$ cat src/rtl/id_ex_stage.sv
// ID/EX pipeline register for the 16-bit datapath.
// It registers the decoded operands and control signals, and turns ALUOp/funct
// into the 4-bit ALU control code. It forwards from EX/MEM and MEM/WB to drive
// the ALU operands combinationally, and it inserts a bubble on a load-use hazard.
module id_ex_stage #(
  parameter int DATA_W = 16,
  parameter int RA_W   = 2
) (
  input  logic              clk,
  input  logic              reset,
  input  logic              hold,
  input  logic              flush,
  input  logic              id_valid,
  input  logic [DATA_W-1:0] id_rs_data,
  input  logic [DATA_W-1:0] id_rt_data,
  input  logic [DATA_W-1:0] id_imm,
  input  logic [RA_W-1:0]   id_rs,
  input  logic [RA_W-1:0]   id_rt,
  input  logic [RA_W-1:0]   id_rd,
  input  logic              id_uses_rt,
  input  logic [1:0]        id_alu_op,
  input  logic [3:0]        id_funct,
  input  logic              id_alu_src,
  input  logic              id_reg_dst,
  input  logic              id_reg_write,
  input  logic              id_mem_read,
  input  logic              id_mem_write,
  input  logic              id_mem_to_reg,
  input  logic              id_branch,
  input  logic              exm_reg_write,
  input  logic [RA_W-1:0]   exm_rd,
  input  logic [DATA_W-1:0] exm_result,
  input  logic              wb_reg_write,
  input  logic [RA_W-1:0]   wb_rd,
  input  logic [DATA_W-1:0] wb_result,
  output logic              load_use_stall,
  output logic              ex_valid,
  output logic [DATA_W-1:0] alu_a,
  output logic [DATA_W-1:0] alu_b,
  output logic [3:0]        alu_control,
  output logic [DATA_W-1:0] store_data,
  output logic [RA_W-1:0]   ex_dest,
  output logic              ex_reg_write,
  output logic              ex_mem_read,
  output logic              ex_mem_write,
  output logic              ex_mem_to_reg,
  output logic              ex_branch
);

  // Registered state that is not visible directly on the ports
  logic              ex_alu_src_reg;
  logic [RA_W-1:0]   rs_reg;
  logic [RA_W-1:0]   rt_reg;
  logic [DATA_W-1:0] rs_data_reg;
  logic [DATA_W-1:0] rt_data_reg;
  logic [DATA_W-1:0] imm_reg;

  logic [3:0]        alu_control_next;
  logic [RA_W-1:0]   dest_next;
  logic              bubble;
  logic              load_en;

  // Translate ALUOp/funct into the ALU control code at decode time
  always_comb begin
    alu_control_next = 4'b1111;
    case (id_alu_op)
      2'b00: alu_control_next = 4'b0010;
      2'b01: alu_control_next = 4'b0110;
      2'b11: alu_control_next = 4'b0001;
      default: begin
        case (id_funct)
          4'd0:    alu_control_next = 4'b0010;
          4'd1:    alu_control_next = 4'b0110;
          4'd2:    alu_control_next = 4'b0000;
          4'd3:    alu_control_next = 4'b0001;
          4'd4:    alu_control_next = 4'b1100;
          4'd5:    alu_control_next = 4'b1101;
          4'd6:    alu_control_next = 4'b0111;
          default: alu_control_next = 4'b1111;
        endcase
      end
    endcase
  end

  assign dest_next = id_reg_dst ? id_rd : id_rt;

  // A load in EX whose target is a source of the instruction in decode.
  // This depends only on the decode inputs and the stage contents.
  assign load_use_stall = id_valid & ex_valid & ex_mem_read & (ex_dest != '0) &
                          ((ex_dest == id_rs) | (id_uses_rt & (ex_dest == id_rt)));

  // flush overrides hold. A stall only inserts a bubble when the stage is not frozen.
  assign bubble  = flush | (~hold & load_use_stall);
  assign load_en = flush | ~hold;

  // Pipeline register update: bubble, hold, or capture
  always_ff @(posedge clk or posedge reset) begin
    if (reset) begin
      ex_valid       <= 1'b0;
      ex_reg_write   <= 1'b0;
      ex_mem_read    <= 1'b0;
      ex_mem_write   <= 1'b0;
      ex_mem_to_reg  <= 1'b0;
      ex_branch      <= 1'b0;
      ex_alu_src_reg <= 1'b0;
      alu_control    <= 4'b0000;
      ex_dest        <= '0;
      rs_reg         <= '0;
      rt_reg         <= '0;
      rs_data_reg    <= '0;
      rt_data_reg    <= '0;
      imm_reg        <= '0;
    end else if (load_en) begin
      if (bubble) begin
        ex_valid       <= 1'b0;
        ex_reg_write   <= 1'b0;
        ex_mem_read    <= 1'b0;
        ex_mem_write   <= 1'b0;
        ex_mem_to_reg  <= 1'b0;
        ex_branch      <= 1'b0;
        ex_alu_src_reg <= 1'b0;
        alu_control    <= 4'b0000;
        ex_dest        <= '0;
        rs_reg         <= '0;
        rt_reg         <= '0;
        rs_data_reg    <= '0;
        rt_data_reg    <= '0;
        imm_reg        <= '0;
      end else begin
        ex_valid       <= id_valid;
        ex_reg_write   <= id_reg_write;
        ex_mem_read    <= id_mem_read;
        ex_mem_write   <= id_mem_write;
        ex_mem_to_reg  <= id_mem_to_reg;
        ex_branch      <= id_branch;
        ex_alu_src_reg <= id_alu_src;
        alu_control    <= alu_control_next;
        ex_dest        <= dest_next;
        rs_reg         <= id_rs;
        rt_reg         <= id_rt;
        rs_data_reg    <= id_rs_data;
        rt_data_reg    <= id_rt_data;
        imm_reg        <= id_imm;
      end
    end
  end

  // Operand forwarding. Index 0 is rs and index 1 is rt.
  // EX/MEM has priority over MEM/WB, and register 0 is never forwarded.
  logic [RA_W-1:0]   src_addr [2];
  logic [DATA_W-1:0] src_data [2];
  logic [DATA_W-1:0] fwd_data [2];

  assign src_addr[0] = rs_reg;
  assign src_addr[1] = rt_reg;
  assign src_data[0] = rs_data_reg;
  assign src_data[1] = rt_data_reg;

  genvar gi;
  generate
    for (gi = 0; gi < 2; gi++) begin : g_fwd
      // Choose the newest in-flight value for this source register
      always_comb begin
        fwd_data[gi] = src_data[gi];
        if (exm_reg_write && (exm_rd != '0) && (exm_rd == src_addr[gi]))
          fwd_data[gi] = exm_result;
        else if (wb_reg_write && (wb_rd != '0) && (wb_rd == src_addr[gi]))
          fwd_data[gi] = wb_result;
      end
    end
  endgenerate

  assign alu_a      = fwd_data[0];
  assign store_data = fwd_data[1];
  assign alu_b      = ex_alu_src_reg ? imm_reg : fwd_data[1];

endmodule

$ cat config.mk
export PLATFORM = sky130hd
export DESIGN_NAME = id_ex_stage
export DESIGN_NICKNAME = d
export VERILOG_FILES = /design/src/rtl/id_ex_stage.sv
export SDC_FILE = /design/constraint.sdc
export NUM_CORES = 1
export LEC_CHECK = 0
export CELL_PAD_IN_SITES_DETAIL_PLACEMENT = 2
export CELL_PAD_IN_SITES_GLOBAL_PLACEMENT = 2
export CORE_ASPECT_RATIO = 0.9
export CORE_MARGIN = 4
export CORE_UTILIZATION = 27
export CTS_BUF_LIST = sky130_fd_sc_hd__clkbuf_4
export CTS_CLUSTER_DIAMETER = 200
export DETAILED_ROUTE_END_ITERATION = 12
export PLACE_DENSITY_LB_ADDON = 0.1
export SLEW_MARGIN = 5
export SYNTH_ARGS = -nofsm -noshare
export SYNTH_HDL_FRONTEND = slang
export SYNTH_SLANG_ARGS = --single-unit
$ cat constraint.sdc
create_clock -name clk -period 4.85 [get_ports clk]
set_input_delay 0.7275 -clock clk [delete_from_list [all_inputs] [get_ports clk]]
set_output_delay 0.7275 -clock clk [all_outputs]
set_load 0.02 [all_outputs]
# --- Yosys cells after proc, flatten, opt, wreduce, memory -nomap -nowiden ---
# Index checks and enable logic that the tools add are counted.
totals:
  regBits: 65
  inputBits: 111
  elab_cells: 71
op_classes:
  n_eq_ne: 14
  n_mux: 22
  n_bitwise: 10
  n_reduce_logical: 11
op_table:
  columns: ["operator", "n"]
  rows:
  - ["$mux 16", 8]
  - ["$pmux 4 s7", 1]
  - ["$eq 2x2->1", 6]
  - ["$eq 4x3->1 const B", 3]
  - ["$pmux 4 s3", 1]
  - ["$eq 4x2->1 const B", 2]
  - ["$mux 2", 4]
  - ["$mux 1", 7]
  - ["$and 1x1->1", 6]
  - ["$logic_and 1x1->1", 6]
  - ["$reduce_bool 2->1", 3]
  - ["$eq 4x1->1 const B", 1]
  - ["$logic_not 4->1", 1]
  - ["$mux 4", 1]
  - ["$or 1x1->1", 3]
  - ["$eq 2x1->1 const B", 1]
  - ["$eq 2x2->1 const B", 1]
  - ["$logic_not 2->1", 1]
  - ["$not 1->1", 1]

# --- Longest topological paths before layout ---
depth:
  ltp_word: 7
  mapped_depth: 6
  mapped_depth_nobuf: 4

# --- Worst setup path after synthesis ---
# No wires, ideal clock.
synth_path:
  path_kind: "input to output"
  from: "in exm_reg_write"
  to: "out alu_b[10]"
  arrival_ps: 2193
  slack_ps: 1930
  path_stages: 5
  path_cell_list: "clkbuf_1 -> o2bb2ai_2 -> buf_2 -> a221oi_2 -> o31ai_1"
synth_via:
  elab_chain_len: 4
synth_rtl:
  columns: ["item", "line", "source"]
  rows:
  - ["start, declared", "30", "input logic exm_reg_write,"]
  - ["$logic_and 1x1->1 (2 in a row)", "165", "if (exm_reg_write && (exm_rd != '0) && (exm_rd == src_addr[gi]))"]
  - ["$mux 16", "165", null]
  - ["$mux 16", "175", "assign alu_b = ex_alu_src_reg ? imm_reg : fwd_data[1];"]
  - ["end, declared", "39", "output logic [DATA_W-1:0] alu_b,"]
# Every way passes these cells.

# --- Final worst setup path ---
layout_path:
  from: "in exm_rd[0]"
  to: "out alu_b[4]"
layout_via:
  elab_chain_len: 5
  elab_cells_between_ends: 6
  classes_between: "eq/ne: 1; mux: 2; reduce/logical: 3"
layout_rtl:
  columns: ["item", "line", "source"]
  rows:
  - ["start, declared", "31", "input logic [RA_W-1:0] exm_rd,"]
  - ["$reduce_bool 2->1", "165", null]
  - ["$logic_and 1x1->1", "165", null]
  - ["$logic_and 1x1->1 (*)", "165", null]
  - ["$mux 16 (*)", "165", null]
  - ["$mux 16 (*)", "175", null]
# Mark *: on every way between the ends. The rest lies on a longest branch, timed or not.

==> impl_metrics.yaml <==
synth:
  syn_nets: 463
  synthFlopType: "dfrtp_1"
  ys_ff_latch: 65
  avgSynthCellArea_sq_um: 10.5
  yosysSeqAreaShare_pct: 44.0
  netlist_area_sq_mm: 0.00369
  synthArstFlopShare_pct: 100
  yosys.cell_types.count: 42
  synth_edf_count: 0
  synth_warnings: 0
  postSynthCellCount: 352
timing:
  worst_pin_slew_ns: 1.13
  hold_viol: 0
  final_max_slew_viol_count: 0
  max_slew_margin_pct: 24.9
  max_freq_ghz: 0.235
  rsz0062_at_grt: "false"
  setup_viol: 0
  fin_crit_sh_pct: 87.7
  hold-worst-slack_ns: 0.516
  skew_ns: 0.0141
  min_period_ns: 4.25
  fin_tns_setup_ns: 0
pwr:
  ir_worst_vdd_v: 0.000118
  powerDensity_mw_per_mm2: 261
  power.leakage_uw: 0.00234
  power_uw: 1490
critical_path:
  critPathRequiredTime_ns: 4.12
  crit_start: "exm_rd[0]"
  critPathMaxFanout: 16
  crit_arrival_ns: 3.53
  reg2reg_from: "ex_dest[1]"
  reg2reg_depth: 5
  r2r_slack_ns: 2.40
  endpoint_kind: "output port"
  crit_type: "in2out"
  crit_path_start_kind: "input port"
floorplanning:
  die_y_um: 119
  die_area_sq_mm: 0.0156
  rows: 40
  core-area_sq_mm: 0.0134
  start_util_pct: 27.6
  ios: 172
  die_w_um: 131
cts:
  cts.sinks: 65
  cts-buffers-inserted: 9
  clk_path_buf_depth: 2
  cts_resized: 0
  post_cts_buffers: 0
  hold_buffers: 0
  cts_tree: "yes"
  htreeDepth: 3
  insertion_delay_ns: 0.44
  clkTransAtPathRegs_ns: 0.12
  root_buffer: "clkbuf_4"
final_layout:
  final_util_pct: 42.7
  drive_gt1_share_pct: 10.1
  fin_nets: 621
  final_cell_mix: "clkdlybuf4s50_1 (171), a22o_1 (65), dfrtp_1 (65), nor2_1 (34), o21ai_0 (18)"
  layoutNonFillerInstCount: 684
  final_common_cell: "clkdlybuf4s50_1"
  syn_to_final_growth_pct: 54.3
routing:
  drtIter0Drc: 179
  drtAntennaViolNets: 0
  post-route-drc-count: 0
  routed_via_density: 5.36
  drt_wl_total_um: 15400
  firstDrtPassIters: 4
  wire_per_inst_um: 22.5
  num_vias: 3665
grt:
  top_usage_layer: "met2"
  grt_util_met1_pct: 26.8
  overflow: 0
  use_met3_pct: 4.98
  grt_pass1_wl_um: 24800
  grt_max_degree: 53
  grt_pass1_vias: 4189
  grt_use_met2_pct: 31.8
  antenna_found_initial: 1
  grt.total_usage_pct: 19.9
flow_run:
  maxCapViolCount: 0
place:
  globalplace.congestion: 0.795
  dpl.hpwl_um: 11300
  placed_cells: 667
  io_buffer_count: 171
outcome:
  outcome: "finished clean"
hold_path:
  min_path_cells: 1
  min-delay-start: "rs_data_reg[5]"
  hp-class: "reg2reg"
[report_power, final]
part / total [uW] / internal (uW) / switching [uW]
Clock: 458 / 215 / 243
Sequential: 595 / 572 / 23.4
Combinational: 435 / 225 / 210
[path summary, 6_finish.rpt]
check / to
min in group asynchronous: rt_data_reg[2]
max in group asynchronous: imm_reg[0]
worst min-delay path: rs_data_reg[5]
worst max-delay path: alu_b[4]
worst max register to register: rs_data_reg[5]
worst min register to register: rs_data_reg[5]
[area by class of cell]
type | instances | area, sq um
antenna | 1 | 2.50
clock buffer | 9 | 67.6
clock inverter | 7 | 103
fill | 1414 | 7660
inverter | 6 | 22.5
multi-input combinational | 250 | 1910
sequential | 65 | 1630
tap | 168 | 210
timing repair buffer | 178 | 1760
[cells by family (layout without fill, tap and decap cells)]
kind of cell / count (synthesis) / after routing / share of synthesized area (%)
XOR/XNOR: 9 / 9 / 2.13
flip-flops: 65 / 65 / 44.0
other: 0 / 1 / 0
multiplexers: 2 / 2 / 0.610
adder cells (fa/ha/maj): 1 / 1 / 0.271
AO/OA/AOI/OAI: 160 / 160 / 38.0
buffers and inverters: 37 / 200 / 4.64
AND/OR/NAND/NOR: 78 / 78 / 10.4
[routing by layer]
metal  up-vias  share of wire [%]
met4         0                1.2
met2       117                 47
met3        12                5.6
met1      1855                 46
li1       1681                  -
met5         -                  0
[worst max-delay path, stage by stage]
cell and delay [ns]:
clkdlybuf4s50_1 0.47, xor2_1 0.22, o2bb2ai_2 0.89, a221oi_1 0.16
o31ai_1 0.38, clkdlybuf4s50_1 0.67
[stage by stage]
stage                     setup slack (ns)  instance area, sq um
after floorplan                       1.93                  3690
after global placement               0.623                  5530
after detailed placement             0.586                  5530
after CTS                            0.570                  5700
after global routing                 0.416                  5700
final                                0.597                  5700
[synthesized netlist by cell type, drive strengths merged, types with 3 or more instances]
| cell | number | share of area [%] |
|---|---|---|
| a22o | 65 | 15 |
| o21ai | 19 | 2.6 |
| dfrtp | 65 | 44 |
| inv | 6 | 0.61 |
| buf | 15 | 2.4 |
| and2 | 16 | 2.7 |
| xnor2 | 8 | 1.9 |
| a221oi | 16 | 5.7 |
| o31ai | 16 | 3.5 |
| clkbuf | 16 | 1.6 |
| a2bb2oi | 17 | 4.2 |
| nand2 | 17 | 1.8 |
| a22oi | 17 | 3.8 |
| nor2 | 35 | 3.6 |
| and4bb | 3 | 1.1 |
| a31o | 3 | 0.95 |
(Power assumes the default switching activity.)
==> RTL change, RTL diff (config.mk and constraints unchanged) <==
The parameter `RA_W` goes from 2 to 3.
--- a/src/rtl/id_ex_stage.sv
+++ b/src/rtl/id_ex_stage.sv
@@ -5,5 +5,5 @@
 module id_ex_stage #(
   parameter int DATA_W = 16,
-  parameter int RA_W   = 2
+  parameter int RA_W   = 3
 ) (
   input  logic              clk,
Interface: changed (6 resized); port bits go from 172 to 178. The function was not compared with the original's and may differ.
==> RTL change against the original RTL <==
- wire length rose by 7.2%
- power decreased by 3.5%
- sequential cell count increased by 3
- cell area grew 5.2%
- synthesized area increased by 7.9%
- setup slack better by 0.091 ns
- clock power is 23% lower
- critical path type unchanged
- global-route usage up 0.081 points
==> RTL change: results (changes against the original RTL) <==
[finish]
nets=646  ; was 621
n_antenna_cell=0  ; was 1
fillers=1551  ; was 1414
drive_above_1_share_pct=15.3  ; was 10.1%

[setup_path]
crit_slowest_cell=nand4_2  ; was o2bb2ai_2
reg2reg_from=ex_dest[2]  ; was ex_dest[1]
cp-startpoint=wb_rd[1]  ; was exm_rd[0]
cpPeakStageDelay_ns=0.54  ; was 0.89 ns
r2r_end=alu_control[0]  ; was rs_data_reg[5]
cp-endpoint=alu_b[3]  ; was alu_b[4]
cp.arrival_ns=3.43  ; was 3.53 ns
r2r_setup_slack_ns=2.82  ; was 2.40 ns
reg2reg_depth=6  ; was 5
critPathTopFamily=buffers and inverters  ; was compound AO/OA/AOI/OAI gates

[grt]
grt_pass1_wl_um=25400  ; was 24800 um
grtUsageTotal_pct=20.0  ; was 19.9%
grt_max_degree=50  ; was 53
grtUsageMet2_pct=30.6  ; was 31.8%
grt_pass1_vias=4113  ; was 4189
grtUsageMet1_pct=28.2  ; was 26.8%
met3_usage_pct=6.10  ; was 4.98%
antenna_found_initial=2  ; was 1

[placement]
gp_congestion=0.794  ; was 0.795
place_ws_ns=0.664  ; was 0.586 ns
port_buffers=177  ; was 171

[logic_synthesis]
synthTopCellsByCount=dfrtp_1, a22o_1, nand2_1  ; was a22o_1, dfrtp_1, nor2_1
synth_adder_area_share_pct=0.251  ; was 0.271%
synth_compound_area_share_pct=29.4  ; was 38.0%
synth_area_leaders=dfrtp_1, a22o_1, mux2_2  ; was dfrtp_1, a22o_1, a221oi_2
synth_mux_area_share_pct=8.25  ; was 0.610%
syn_nets=478  ; was 463

[detailed_routing]
vias_per_cell=5.12  ; was 5.36
drtIter0Drc=153  ; was 179

[pwr]
ir_worst_vdd_mv=0.0936  ; was 0.118 mV
p_leak_uw=0.00236  ; was 0.00234 uW

[sta]
fin_ws_ns=0.688  ; was 0.597 ns
clock_skew_ns=0.0174  ; was 0.0141 ns

[min_path]
min-delay-start=imm_reg[1]  ; was rs_data_reg[5]

[clock_network]
clock_latency_ns=0.45

[outcome]
status=complete, no violations  ; unchanged

[RTL change: routing by layer]
layer	vias to the layer above	routed length [um]
met5	-	34
met4	4	143
met3	17	1120
met2	114	7380
met1	1882	7830
li1	1707	-
[RTL change: stage by stage]
step	instance area (um2)	cells	total power, uW	hold slack [ns]
final	6000	728	1440	0.519
after global routing	6000	728	1510	0.541
after CTS	6000	728	1460	0.527
after detailed placement	5880	712	1100	0.492
after global placement	5880	712	1090	0.484
after floorplan	3990	362	843	0.467
[RTL change: report_power, final]
group,switching (uW),internal [uW]
sequential,30.0,598
clock,246,106
combinational,216,239
total,492,944
[RTL change: how the worst min path moves through the flow]
stage	depth (start not counted)	slack, ns	to
CTS	1	0.53	imm_reg[1]
finish	1	0.52	imm_reg[1]
global placement	1	0.48	imm_reg[3]
floorplan	1	0.47	imm_reg[0]
detailed placement	1	0.49	alu_control[0]
global route	1	0.54	rt_data_reg[4]
[RTL change: area by class of cell]
cell class	count	area share, %
inverter	4	0.250
tap	193	4.03
clock inverter	7	0.856
sequential	68	28.4
timing repair buffer	187	30.8
multi-input combinational	260	34.6
clock buffer	9	1.13
[RTL change: worst reg2reg max path, stage by stage (launching register included)]
cell and delay, ns:
dfrtp_1 0.47, or3_1 0.39, nand4_1 0.11, a21oi_1 0.09, nor3_4 0.15, buf_4 0.51
a32o_1 0.27
[RTL change: kinds of logic after synthesis]
family / Yosys count
flops: 68
fa+ha+maj: 1
xor+xnor: 15
simple gates: 79
compound gates: 134
buf+inv: 34
mux: 31
